### config.mk
export PLATFORM = sky130hd
export DESIGN_NAME = alu_seq16
export DESIGN_NICKNAME = d
export VERILOG_FILES = /design/src/rtl/alu_seq16_pkg.sv /design/src/rtl/alu_seq16.sv
export SDC_FILE = /design/constraint.sdc
export NUM_CORES = 1
export LEC_CHECK = 0
export BUFFER_PORTS_ARGS = -buffer_cell sky130_fd_sc_hd__buf_2
export CORE_ASPECT_RATIO = 0.9
export CORE_MARGIN = 10
export CORE_UTILIZATION = 46
export DETAILED_ROUTE_END_ITERATION = 7
export PLACE_DENSITY_LB_ADDON = 0.12
export SYNTH_ARGS = -nofsm -noshare
export SYNTH_HDL_FRONTEND = slang
export SYNTH_SLANG_ARGS = --single-unit
### constraint.sdc
create_clock -name i_clk -period 1.6 [get_ports i_clk]
set_input_delay 0.08 -clock i_clk [delete_from_list [all_inputs] [get_ports i_clk]]
set_output_delay 0.08 -clock i_clk [all_outputs]
set_load 0.01 [all_outputs]
### src/rtl/alu_seq16_pkg.sv
// Shared encodings for the 16-bit ALU sequencer: request opcodes, byte-ALU
// control codes, F-register bit positions and FSM states.
package alu_seq16_pkg;

    localparam logic [2:0] OP_ADD16 = 3'b000;
    localparam logic [2:0] OP_INC16 = 3'b001;
    localparam logic [2:0] OP_DEC16 = 3'b010;
    localparam logic [2:0] OP_ADDSP = 3'b011;

    typedef enum logic [1:0] {
        ALU_ADD = 2'd0,
        ALU_ADC = 2'd1,
        ALU_SUB = 2'd2,
        ALU_SBC = 2'd3
    } alu_code_e;

    localparam int FLAG_Z = 7;
    localparam int FLAG_N = 6;
    localparam int FLAG_H = 5;
    localparam int FLAG_C = 4;

    localparam logic [7:0] MASK_Z    = 8'(1 << FLAG_Z);
    localparam logic [7:0] MASK_HC   = 8'((1 << FLAG_H) | (1 << FLAG_C));
    localparam logic [7:0] MASK_ZNHC = MASK_Z | 8'(1 << FLAG_N) | MASK_HC;

    typedef enum logic [1:0] {
        ST_IDLE = 2'd0,
        ST_LOW  = 2'd1,
        ST_HIGH = 2'd2,
        ST_DONE = 2'd3
    } state_e;

    // Codes 1xx carry no arithmetic and bypass the byte passes.
    function automatic logic op_reserved(input logic [2:0] op);
        return op[2];
    endfunction

endpackage

### src/rtl/alu_seq16.sv
// 16-bit ADD16/INC16/DEC16/ADDSP sequencer: runs two byte passes through an
// external 8-bit ALU and merges the resulting flags into F.
//
// state   | meaning
// --------+--------------------------------------------------------------
// IDLE    | waiting for i_start; ALU outputs parked at zero
// LOW     | low-byte pass on the ALU; low byte and its flags captured
// HIGH    | high-byte pass with carry from LOW; result/flags written
// DONE    | result valid; o_done follows next cycle; may accept a new start
module alu_seq16
    import alu_seq16_pkg::*;
#(
    parameter int DATA_WIDTH   = 8,
    parameter int OPCODE_WIDTH = 3
) (
    input  logic                    i_clk,
    input  logic                    i_rst,
    input  logic                    i_start,
    input  logic [2:0]              i_op,
    input  logic [15:0]             i_opa,
    input  logic [15:0]             i_opb,
    input  logic [7:0]              i_flags,
    output logic [DATA_WIDTH-1:0]   o_alu_a,
    output logic [DATA_WIDTH-1:0]   o_alu_b,
    output logic [OPCODE_WIDTH-1:0] o_alu_op,
    output logic                    o_alu_cin,
    input  logic [DATA_WIDTH-1:0]   i_alu_data,
    input  logic [DATA_WIDTH-1:0]   i_alu_flags,
    output logic                    o_busy,
    output logic                    o_done,
    output logic [15:0]             o_result,
    output logic [7:0]              o_flags
);

    state_e     state;
    state_e     state_nxt;
    logic       accept;

    logic [2:0]  op_q;
    logic [15:0] opa_q;
    logic [15:0] opb_q;
    logic [7:0]  flags_q;
    logic [7:0]  lo_data_q;
    logic [7:0]  lo_flags_q;

    logic [7:0]  alu_data8;
    logic [7:0]  alu_flags8;
    logic [7:0]  alu_a8;
    logic [7:0]  alu_b8;
    alu_code_e   alu_code;
    logic        alu_cin;
    logic [7:0]  flags_merged;

    assign alu_data8  = i_alu_data[7:0];
    assign alu_flags8 = i_alu_flags[7:0];
    assign accept     = i_start && (state == ST_IDLE || state == ST_DONE);

    always_ff @(posedge i_clk) begin
        if (i_rst) begin
            state <= ST_IDLE;
        end else begin
            state <= state_nxt;
        end
    end

    always_comb begin
        state_nxt = state;
        case (state)
            ST_IDLE: begin
                if (i_start) begin
                    state_nxt = op_reserved(i_op) ? ST_DONE : ST_LOW;
                end
            end
            ST_LOW:  state_nxt = ST_HIGH;
            ST_HIGH: state_nxt = ST_DONE;
            ST_DONE: begin
                if (i_start) begin
                    state_nxt = op_reserved(i_op) ? ST_DONE : ST_LOW;
                end else begin
                    state_nxt = ST_IDLE;
                end
            end
            default: state_nxt = ST_IDLE;
        endcase
    end

    always_comb begin
        alu_a8   = 8'h00;
        alu_b8   = 8'h00;
        alu_code = ALU_ADD;
        alu_cin  = 1'b0;
        if (state == ST_LOW) begin
            alu_a8 = opa_q[7:0];
            case (op_q)
                OP_ADD16: alu_b8 = opb_q[7:0];
                OP_INC16: alu_b8 = 8'h01;
                OP_DEC16: begin
                    alu_b8   = 8'h01;
                    alu_code = ALU_SUB;
                end
                OP_ADDSP: alu_b8 = opb_q[7:0];
                default:  alu_a8 = 8'h00;
            endcase
        end else if (state == ST_HIGH) begin
            alu_a8  = opa_q[15:8];
            alu_cin = lo_flags_q[FLAG_C];
            alu_code = ALU_ADC;
            case (op_q)
                OP_ADD16: alu_b8 = opb_q[15:8];
                OP_INC16: alu_b8 = 8'h00;
                OP_DEC16: alu_code = ALU_SBC;
                // sign-extend e8 into the high byte
                OP_ADDSP: alu_b8 = {8{opb_q[7]}};
                default: begin
                    alu_a8   = 8'h00;
                    alu_cin  = 1'b0;
                    alu_code = ALU_ADD;
                end
            endcase
        end
    end

    always_comb begin
        flags_merged = flags_q & MASK_ZNHC;
        case (op_q)
            OP_ADD16: flags_merged = (flags_q & MASK_Z) | (alu_flags8 & MASK_HC);
            OP_ADDSP: flags_merged = lo_flags_q & MASK_HC;
            default:  flags_merged = flags_q & MASK_ZNHC;
        endcase
    end

    assign o_alu_a   = DATA_WIDTH'(alu_a8);
    assign o_alu_b   = DATA_WIDTH'(alu_b8);
    assign o_alu_op  = OPCODE_WIDTH'(alu_code);
    assign o_alu_cin = alu_cin;
    assign o_busy    = (state == ST_LOW) || (state == ST_HIGH);

    always_ff @(posedge i_clk) begin
        if (i_rst) begin
            o_done     <= 1'b0;
            o_result   <= 16'h0000;
            o_flags    <= 8'h00;
            op_q       <= 3'b000;
            opa_q      <= 16'h0000;
            opb_q      <= 16'h0000;
            flags_q    <= 8'h00;
            lo_data_q  <= 8'h00;
            lo_flags_q <= 8'h00;
        end else begin
            o_done <= (state == ST_DONE);
            if (accept) begin
                op_q    <= i_op;
                opa_q   <= i_opa;
                opb_q   <= i_opb;
                flags_q <= i_flags;
                if (op_reserved(i_op)) begin
                    o_result <= i_opa;
                    o_flags  <= i_flags & MASK_ZNHC;
                end
            end
            if (state == ST_LOW) begin
                lo_data_q  <= alu_data8;
                lo_flags_q <= alu_flags8;
            end
            if (state == ST_HIGH) begin
                o_result <= {alu_data8, lo_data_q};
                o_flags  <= flags_merged;
            end
        end
    end

endmodule

======== Word level (Yosys, flattened, before mapping) ========
Index checks and enable logic that the tools add are counted.
cells by class
  eq/ne operators ......................... 7
  multiplexer cells ....................... 26
  bitwise gates (word level) .............. 1
  reduce and logical (&&, ||, !) cells .... 12
operators by type and width
  kind                                                             number
  8-bit 2-to-1 mux                                                 9
  16-bit 2-to-1 mux                                                3
  8-bit one-hot mux with 2 select lines                            3
  2-bit 2-to-1 mux                                                 6
  8-bit by 6-bit bitwise OR with 8-bit output                      1
  2-bit one-hot mux with 4 select lines                            1
  3-bit by 2-bit == test with 1-bit output, second input constant  2
  2-bit == test, second input constant                             2
  2-bit one-hot mux with 2 select lines                            1
  2-bit nonzero test                                               2
  2-bit OR reduction                                               2
  4-bit OR reduction                                               1
  3-bit by 1-bit == test with 1-bit output, second input constant  1
  3-bit logical NOT                                                1
  1-bit 2-to-1 mux                                                 3
  3-bit OR reduction                                               1
  2-bit by 1-bit == test with 1-bit output, second input constant  1
  2-bit logical NOT                                                1
  1-bit logical OR                                                 2
  2-bit != test, second input constant                             1
  2-bit AND reduction                                              1
  1-bit logical AND                                                1
storage, ports and cells
  register bits after elaboration ......... 84
  word-level logic and storage cells ...... 56

======== Depth between registers and ports, before layout ========
Gate-level depths: netlist of run 1.
  word-level depth ........................ 5
  mapped depth ............................ 7

======== Worst setup path after synthesis of run 1 ========
No wires, ideal clock.
  path type ............................... reg-to-output
  start point ............................. register state[1]
  end point ............................... output o_alu_b[6]
  data arrival time ....................... 1.620 ns
  required time ........................... 1.520 ns
  path slack .............................. -0.100 ns
  stages on the path, launching flop included .. 7
  path buffers ............................ 1
  cells stage by stage .................... dfxtp_1 > inv_1 > ha_1 > buf_2 > nor3b_1 > a21oi_1 > o22ai_1
on the way
  word-level cells in the longest chain between the ends .. 3
RTL lines
  what                      line              source
  start: declaration        alu_seq16.sv:35   state_e state;
  start signal: assignment  alu_seq16.sv:62   state <= state_nxt;
  2-bit == test             alu_seq16.sv:104  end else if (state == ST_HIGH) begin
  8-bit 2-to-1 mux          alu_seq16.sv:104
  8-bit 2-to-1 mux *        alu_seq16.sv:92   if (state == ST_LOW) begin
  end: declaration          alu_seq16.sv:24   output logic [DATA_WIDTH-1:0] o_alu_b,
Every way passes the cells marked *; elsewhere a longest branch is shown, timed or not.

======== Worst setup path in the final report of run 1 ========
  start point ............................. register state[0]
  end point ............................... output o_alu_b[6]
Same word-level chain as after synthesis.

==> run summary, run 1 <==
worst r2r dst: opb_q[11]$_SDFFE_PP0P_
multi-input logic area: 1840 um2
I/O pin count: 108
Most used DFF post-synth: dfxtp_1
sequential cell area: 1450 um2
combinational share of power: 52.4%
WL/cell: 16.4 um
ratio of cells with drive above 1 in the final layout: 33.8%
Final Max Tran Viols: 0
sequential-to-total area share from yosys stat: 43.6%
asr flop ratio synth: 0%
gate count after technology mapping: 418
Net Sw Frac: 37.9%
cts bufs inserted: 9
initial drt markers: 189
die width: 109 um
Placed Cells: 598
Cell Rows: 29
clock sinks: 72
static leakage: 2.20 nW
PwrDens: 1620 nW/um2
max_cap viols: 0
Worst setup SP type: register
Total GRT Usage: 19.9%
min cycle time layout: 1880 ps
DR DRC count: 0
Max-slew headroom: 66.4%
synth top area cells: dfxtp_1 44%, nand2_1 12%, a21oi_1 7.9%, a311oi_1 4.2%, mux2i_1 3.9%
Fmax: 531 MHz
final std cells w/o fill: 676
setup ws final: -282 ps
Clock transition at path regs: 80 ps
area of the core: 7000 um2
Initial Utilization: 47.2%
first-pass GRT wire length: 17600 um
RePlAce Congestion: 0.784
Worst VDD drop: 740 uV
NetSw: 0.00315 W
yosys warns: 0
CTS H-tree lvls: 3
FF-to-FF setup slack: -210 ps
final setup skew: 7.37 ps
hold violation total from the final report: 0
Seq cells post-synth: 72
crit-path max FO: 8
initial antenna violation count: 0
Buffers on Ports: 92
Synth area leader: dfxtp_1
vias in the first global route: 3446
cell area after synthesis: 3300 um2
Final Setup Violations: 76
fillers: 509
Post-DP HPWL: 6940 um
full die area: 11000 um2
Yosys cell types: 44
Final Routed Wirelength: 11100 um
number of synthesized flops with an enable pin: 0
crit path capture type: output pin
HP Class: input pin to register
status: finished with violations
Die Y: 100 um
area grow syn2layout: 55.0%
gr ovfl total: 0
commonest non-fill, non-tap cells in the layout: 103 x nand2_1, 92 x buf_2, 68 x dfxtp_1, 46 x a21oi_1, 46 x dlygate4sd3_1
failing checks: setup timing
worst r2r src: state[0]$_SDFFE_PP0P_
clock buffer depth: 2
n_diodes: 0
Clk pwr share: 17.0%
type of the worst setup path: register to output pin
setup TNS: -9100 ps
most common cell after layout, fill and taps aside: nand2_1
Syn Area/Cell: 7.90 um2
clk_lat worst skew: 350 ps
hold_ws: 3.24 ps
Vias: 3569
Hold Path Depth: 3
critical path data arrival time: 1800 ps
Layout Nets: 645
Post-Layout Inst Area: 5120 um2
largest net degree at the start of global routing: 43
Placed Area: 4030 um2
Flop pwr share: 30.6%
drt pass-1 iters: 5
antenna viol nets, final: 0
Final Cycle Share: 118%
unrepaired setup endpoints after global routing: true
root buffer cell: clkbuf_8
CP required: 1520 ps
Worst-Margin Slew: 504 ps
Pint: 0.00517 W
clock tree from TritonCTS: yes
start point of the worst hold path: i_alu_data[7]
FF-to-FF path depth: 9
Synth top area share: 43.6%
worst hold path endpoint: lo_data_q[7]$_SDFFE_PP0P_
via-per-instance ratio: 5.28
[flip-flops by register name (all words and copies together), names as in the netlist]
signal,cells
o_result,16
opa_q,16
opb_q,16
lo_data_q,8
flags_q,4
o_flags,4
op_q,3
lo_flags_q,2
state,2
o_done,1
[synthesized netlist by cell type (2+ instances only)]
master / n
nor3_1: 6
nand2_1: 103
buf_4: 9
buf_1: 4
o32ai_1: 2
nor2_1: 29
nand3b_1: 10
or3_1: 2
clkbuf_1: 17
mux2i_1: 13
nand3_1: 18
nor2b_1: 9
nand2b_1: 2
dfxtp_1: 72
a311oi_1: 16
ha_1: 5
o221ai_1: 2
a31oi_1: 2
a211oi_1: 8
buf_2: 11
a21oi_1: 52
inv_1: 4
[logic make-up (layout without fill, tap and decap cells)]
| group | after synthesis | in the layout | synth area share [%] |
|---|---|---|---|
| fa+ha+maj | 5 | 5 | 1.89 |
| other cells | 1 | 5 | 0.114 |
| flops | 72 | 72 | 43.6 |
| buf+inv | 47 | 208 | 7.01 |
| xor+xnor | 2 | 2 | 0.530 |
| compound gates | 90 | 90 | 17.3 |
| mux | 13 | 13 | 3.94 |
| simple gates | 188 | 188 | 25.6 |
[cell type report]
| class | instances | area share, % |
|---|---|---|
| multi-input combinational | 303 | 35.9 |
| inverter | 5 | 0.367 |
| clock buffer | 11 | 2.57 |
| sequential | 72 | 28.3 |
| timing repair buffer | 187 | 29.5 |
| tap | 93 | 2.27 |
| clock inverter | 5 | 1.12 |
[per-layer routing]
layer	vias to the layer above	wire [um]	track usage (%)
met1	1707	4800	24.9
met4	0	161	5.40
met5	-	0	0
met2	100	5480	33.0
li1	1748	-	-
met3	14	641	5.12
[metrics by stage]
stage	util, %	power (W)	worst slack [ps]
2_1_floorplan	-	0.00451	-26.6
3_3_place_gp	57.6	0.00578	-41.5
3_5_place_dp	57.6	0.00585	-124
4_1_cts	71.8	0.00812	-196
5_1_grt	73.1	0.00883	-334
6_report	73.1	0.00832	-282
[timing repair]
item	CTS	global route
gates resized for setup	34	16
pin swaps	13	2
buffers inserted	10	3
endpoints found under the hold margin	46	0
cloned	3	0
setup endpoints to repair	55	78
hold buffers	46	0
[power by group through the flow]
stage	combinational [W]	sequential [W]	clock, W
after floorplan	0.00192	0.00259	0
after detailed placement	0.00330	0.00254	0
after CTS	0.00416	0.00253	0.00143
after global placement	0.00325	0.00253	0
after global routing	0.00473	0.00260	0.00150
final	0.00436	0.00254	0.00142
[worst max-delay path, cell delays in order (launching register included)]
cell     delay, ps
dfxtp_2        350
buf_6          120
ha_4           170
buf_12         140
nor3b_4        210
a21oi_1        100
o22ai_1        190
buf_2          170
[worst max-delay path by stage]
stage	from	to	slack (ps)
3_5_place_dp	state[0]$_SDFFE_PP0P_	o_result[15]$_SDFFE_PP0P_	-120
4_1_cts	state[0]$_SDFFE_PP0P_	o_alu_b[4]	-200
3_3_place_gp	state[0]$_SDFFE_PP0P_	o_flags[4]$_SDFFE_PP0P_	-40
2_1_floorplan	state[0]$_SDFFE_PP0P_	o_result[10]$_SDFFE_PP0P_	-30
6_report	state[0]$_SDFFE_PP0P_	o_alu_b[6]	-280
5_1_grt	state[0]$_SDFFE_PP0P_	o_alu_b[6]	-330
(Power assumes the default switching activity.)
==> run 2: changes to the inputs <==
--- a/config.mk
+++ b/config.mk
@@ -8,9 +8,10 @@
 export BUFFER_PORTS_ARGS = -buffer_cell sky130_fd_sc_hd__buf_2
 export CORE_ASPECT_RATIO = 0.9
 export CORE_MARGIN = 10
-export CORE_UTILIZATION = 46
+export CORE_UTILIZATION = 50
 export DETAILED_ROUTE_END_ITERATION = 7
-export PLACE_DENSITY_LB_ADDON = 0.12
+export PLACE_DENSITY = 0.79
 export SYNTH_ARGS = -nofsm -noshare
 export SYNTH_HDL_FRONTEND = slang
 export SYNTH_SLANG_ARGS = --single-unit
+export TNS_END_PERCENT = 100
==> constraint.sdc (replaced) <==
create_clock -name i_clk -period 1.9 [get_ports i_clk]
set_input_delay 0.095 -clock i_clk [delete_from_list [all_inputs] [get_ports i_clk]]
set_output_delay 0.095 -clock i_clk [all_outputs]
set_load 0.01 [all_outputs]
==> run 2 against run 1 <==
The run now ends clean. Final cell count fell by 6.2%. Clock skew grew 5.6 ps. Hold slack better by 17 ps. Count of clock-buffer cells in the layout decreased by 2. Sequential cell count unchanged. Sequential power down 14%. Register-to-register slack better by 420 ps. Sequential share of layout area rose by 3.8 points. Critical endpoint is now o_alu_b[4]. Final area is 12% lower.
==> run summary, run 2 (synthesis results as in run 1) <==
status: finished clean
largest net degree at the start of global routing: 41 (-4.7%)
static leakage: 1.93 nW (-13%)
critical path's largest stage delay: 390 ps (+40 ps)
PwrDens: 1320 nW/um2 (-19%)
met3 Use GR: 5.90% (+0.78 points)
I/O pin count: 108 (unchanged)
cts bufs inserted: 9 (unchanged)
Worst setup SP type: register
Die Y: 97.1 um (-3.3%)
Buf/Inv on CP: 2 (-1)
hold_ws: 20.6 ps (+17.4 ps)
Buffers on Ports: 92 (unchanged)
most common cell after layout, fill and taps aside: nand2_1
HP Class: input pin to register
worst path cell trace: inv_4 > ha_4 > nor2_2 > or3_4 > nor3_2 > buf_2
Final Max Tran Viols: 0 (unchanged)
Final Routed Wirelength: 10000 um (-9.3%)
Total GRT Usage: 18.6% (-1.3 points)
Levels on crit path: 6 (-1)
critical path data arrival time: 1790 ps (about the same)
Final Cycle Share: 99.2%
Crit path max-delay family: simple AND/OR/NAND/NOR gates
Hold Path Depth: 3 (unchanged)
Critical Path Slowest Stage Cell: or3_4
RePlAce Congestion: 0.880 (+12%)
busiest grt layer: met2
clock sinks: 72 (unchanged)
CP required: 1800 ps (+280 ps)
Final Setup Violations: 0 (-100%)
n_diodes: 0 (unchanged)
gr ovfl total: 0 (unchanged)
Cell Rows: 28 (-3.4%)
Initial Utilization: 51.0% (+3.8 points)
root buffer cell: clkbuf_8
Fmax: 531 MHz
Top Registers: o_result x16, opa_q x16, opb_q x16
initial antenna violation count: 0 (unchanged)
clock tree from TritonCTS: yes
antenna viol nets, final: 0 (unchanged)
Clock transition at path regs: 80 ps (about the same)
via-per-instance ratio: 5.46 (+3.4%)
type of the worst setup path: register to output pin
commonest non-fill, non-tap cells in the layout: 103 x nand2_1, 92 x buf_2, 67 x dfxtp_1, 50 x a21oi_1, 39 x dlygate4sd3_1
first-pass GRT wire length: 16200 um (-8.0%)
fillers: 488 (-4.1%)
DR DRC count: 0 (unchanged)
Worst VDD drop: 809 uV (+9.3%)
Post-DP HPWL: 6560 um (-5.5%)
clock buffer depth: 2 (unchanged)
ratio of cells with drive above 1 in the final layout: 27.9% (-5.8 points)
CTS H-tree lvls: 3 (unchanged)
area grow syn2layout: 37.1%
final setup skew: 13.0 ps (+5.64 ps)
die width: 106 um (-3.3%)
Layout Nets: 606 (-6.0%)
crit path capture type: output pin
full die area: 10300 um2 (-6.5%)
hold violation total from the final report: 0 (unchanged)
crit-path max FO: 6 (-2)
drt pass-1 iters: 5 (unchanged)
initial drt markers: 250 (+32%)
clk_lat worst skew: 350 ps (about the same)
Vias: 3460 (-3.1%)
vias in the first global route: 3361 (-2.5%)
met2 Track Usage GR: 30.6% (-2.5 points)
WL/cell: 15.8 um (-3.3%)
met1 Use GR: 22.5% (-2.4 points)
min cycle time layout: 1880 ps
FF-to-FF path depth: 6 (-3)
setup TNS: 0 ps (+9100 ps)
unrepaired setup endpoints after global routing: true
area of the core: 6480 um2 (-7.5%)
max_cap viols: 0 (unchanged)
## run 2: changes by cell type in the layout (fill, tap and decap cells not counted), moves of 3 or more
cell / change
buf_4: -17
buf_12: -7
dlygate4sd3_1: -7
a311oi_1: +6
a311oi_2: -6
a21oi_1: +4
a21oi_2: -4
buf_6: -4
inv_6: +4
a211oi_1: +3
a211oi_2: -3
## run 2: worst paths after layout
check,startpoint,to,slack (ps)
worst max-delay path,state[0]$_SDFFE_PP0P_,o_alu_b[4],20
worst min-delay path,i_opa[4],opa_q[4]$_SDFFE_PP0P_,20
worst max register to register,state[0]$_SDFFE_PP0P_,o_result[15]$_SDFFE_PP0P_,210
worst min register to register,opa_q[11]$_SDFFE_PP0P_,opa_q[11]$_SDFFE_PP0P_,460
## run 2: timing repair
item / 4_1_cts / 5_1_grt
hold endpoints to repair: 39 / 0
resized for setup: 24 / 6
endpoints found under the setup margin: 17 / 11
pin swaps: 1 / 4
setup buffers: 1 / 1
gates cloned: 0 / 0
hold buffers: 39 / 0
## run 2: layer usage
metal,vias to the layer above,wire length [um]
met4,0,224
met3,24,718
met1,1623,4120
met2,144,4990
met5,-,0
li1,1669,-
## run 2: area by class of cell
class,instances,area (um2),area share [%]
flip-flops and latches,72,1450,32.1
inverters,5,23.8,0.525
multi-input cells,303,1730,38.3
clock inverters,7,60.1,1.33
clock buffers,9,124,2.73
well taps,90,113,2.49
repair buffers,148,1020,22.6
## run 2: where the power goes
part           total, W  leakage [nW]  switching [W]  internal (W)
clock           0.00112        0.0912       0.000626      0.000496
sequential      0.00218         0.593       0.000266       0.00191
combinational   0.00268          1.24        0.00154       0.00114
## run 2: tightest hold or removal path, cell delays in order
cell	delay, ps
buf_2	120
nand2_1	50
a21oi_1	50
## run 2: through the flow
step	power, W	setup WS (ps)	instances	instance area [um2]	utilization (%)
3_5_place_dp	0.00460	153	577	3840	59.2
2_1_floorplan	0.00379	185	422	3320	-
6_report	0.00598	15.6	634	4530	69.9
3_3_place_gp	0.00453	209	577	3840	59.2
5_1_grt	0.00637	-41.1	634	4530	69.9
4_1_cts	0.00595	2.59	633	4500	69.5
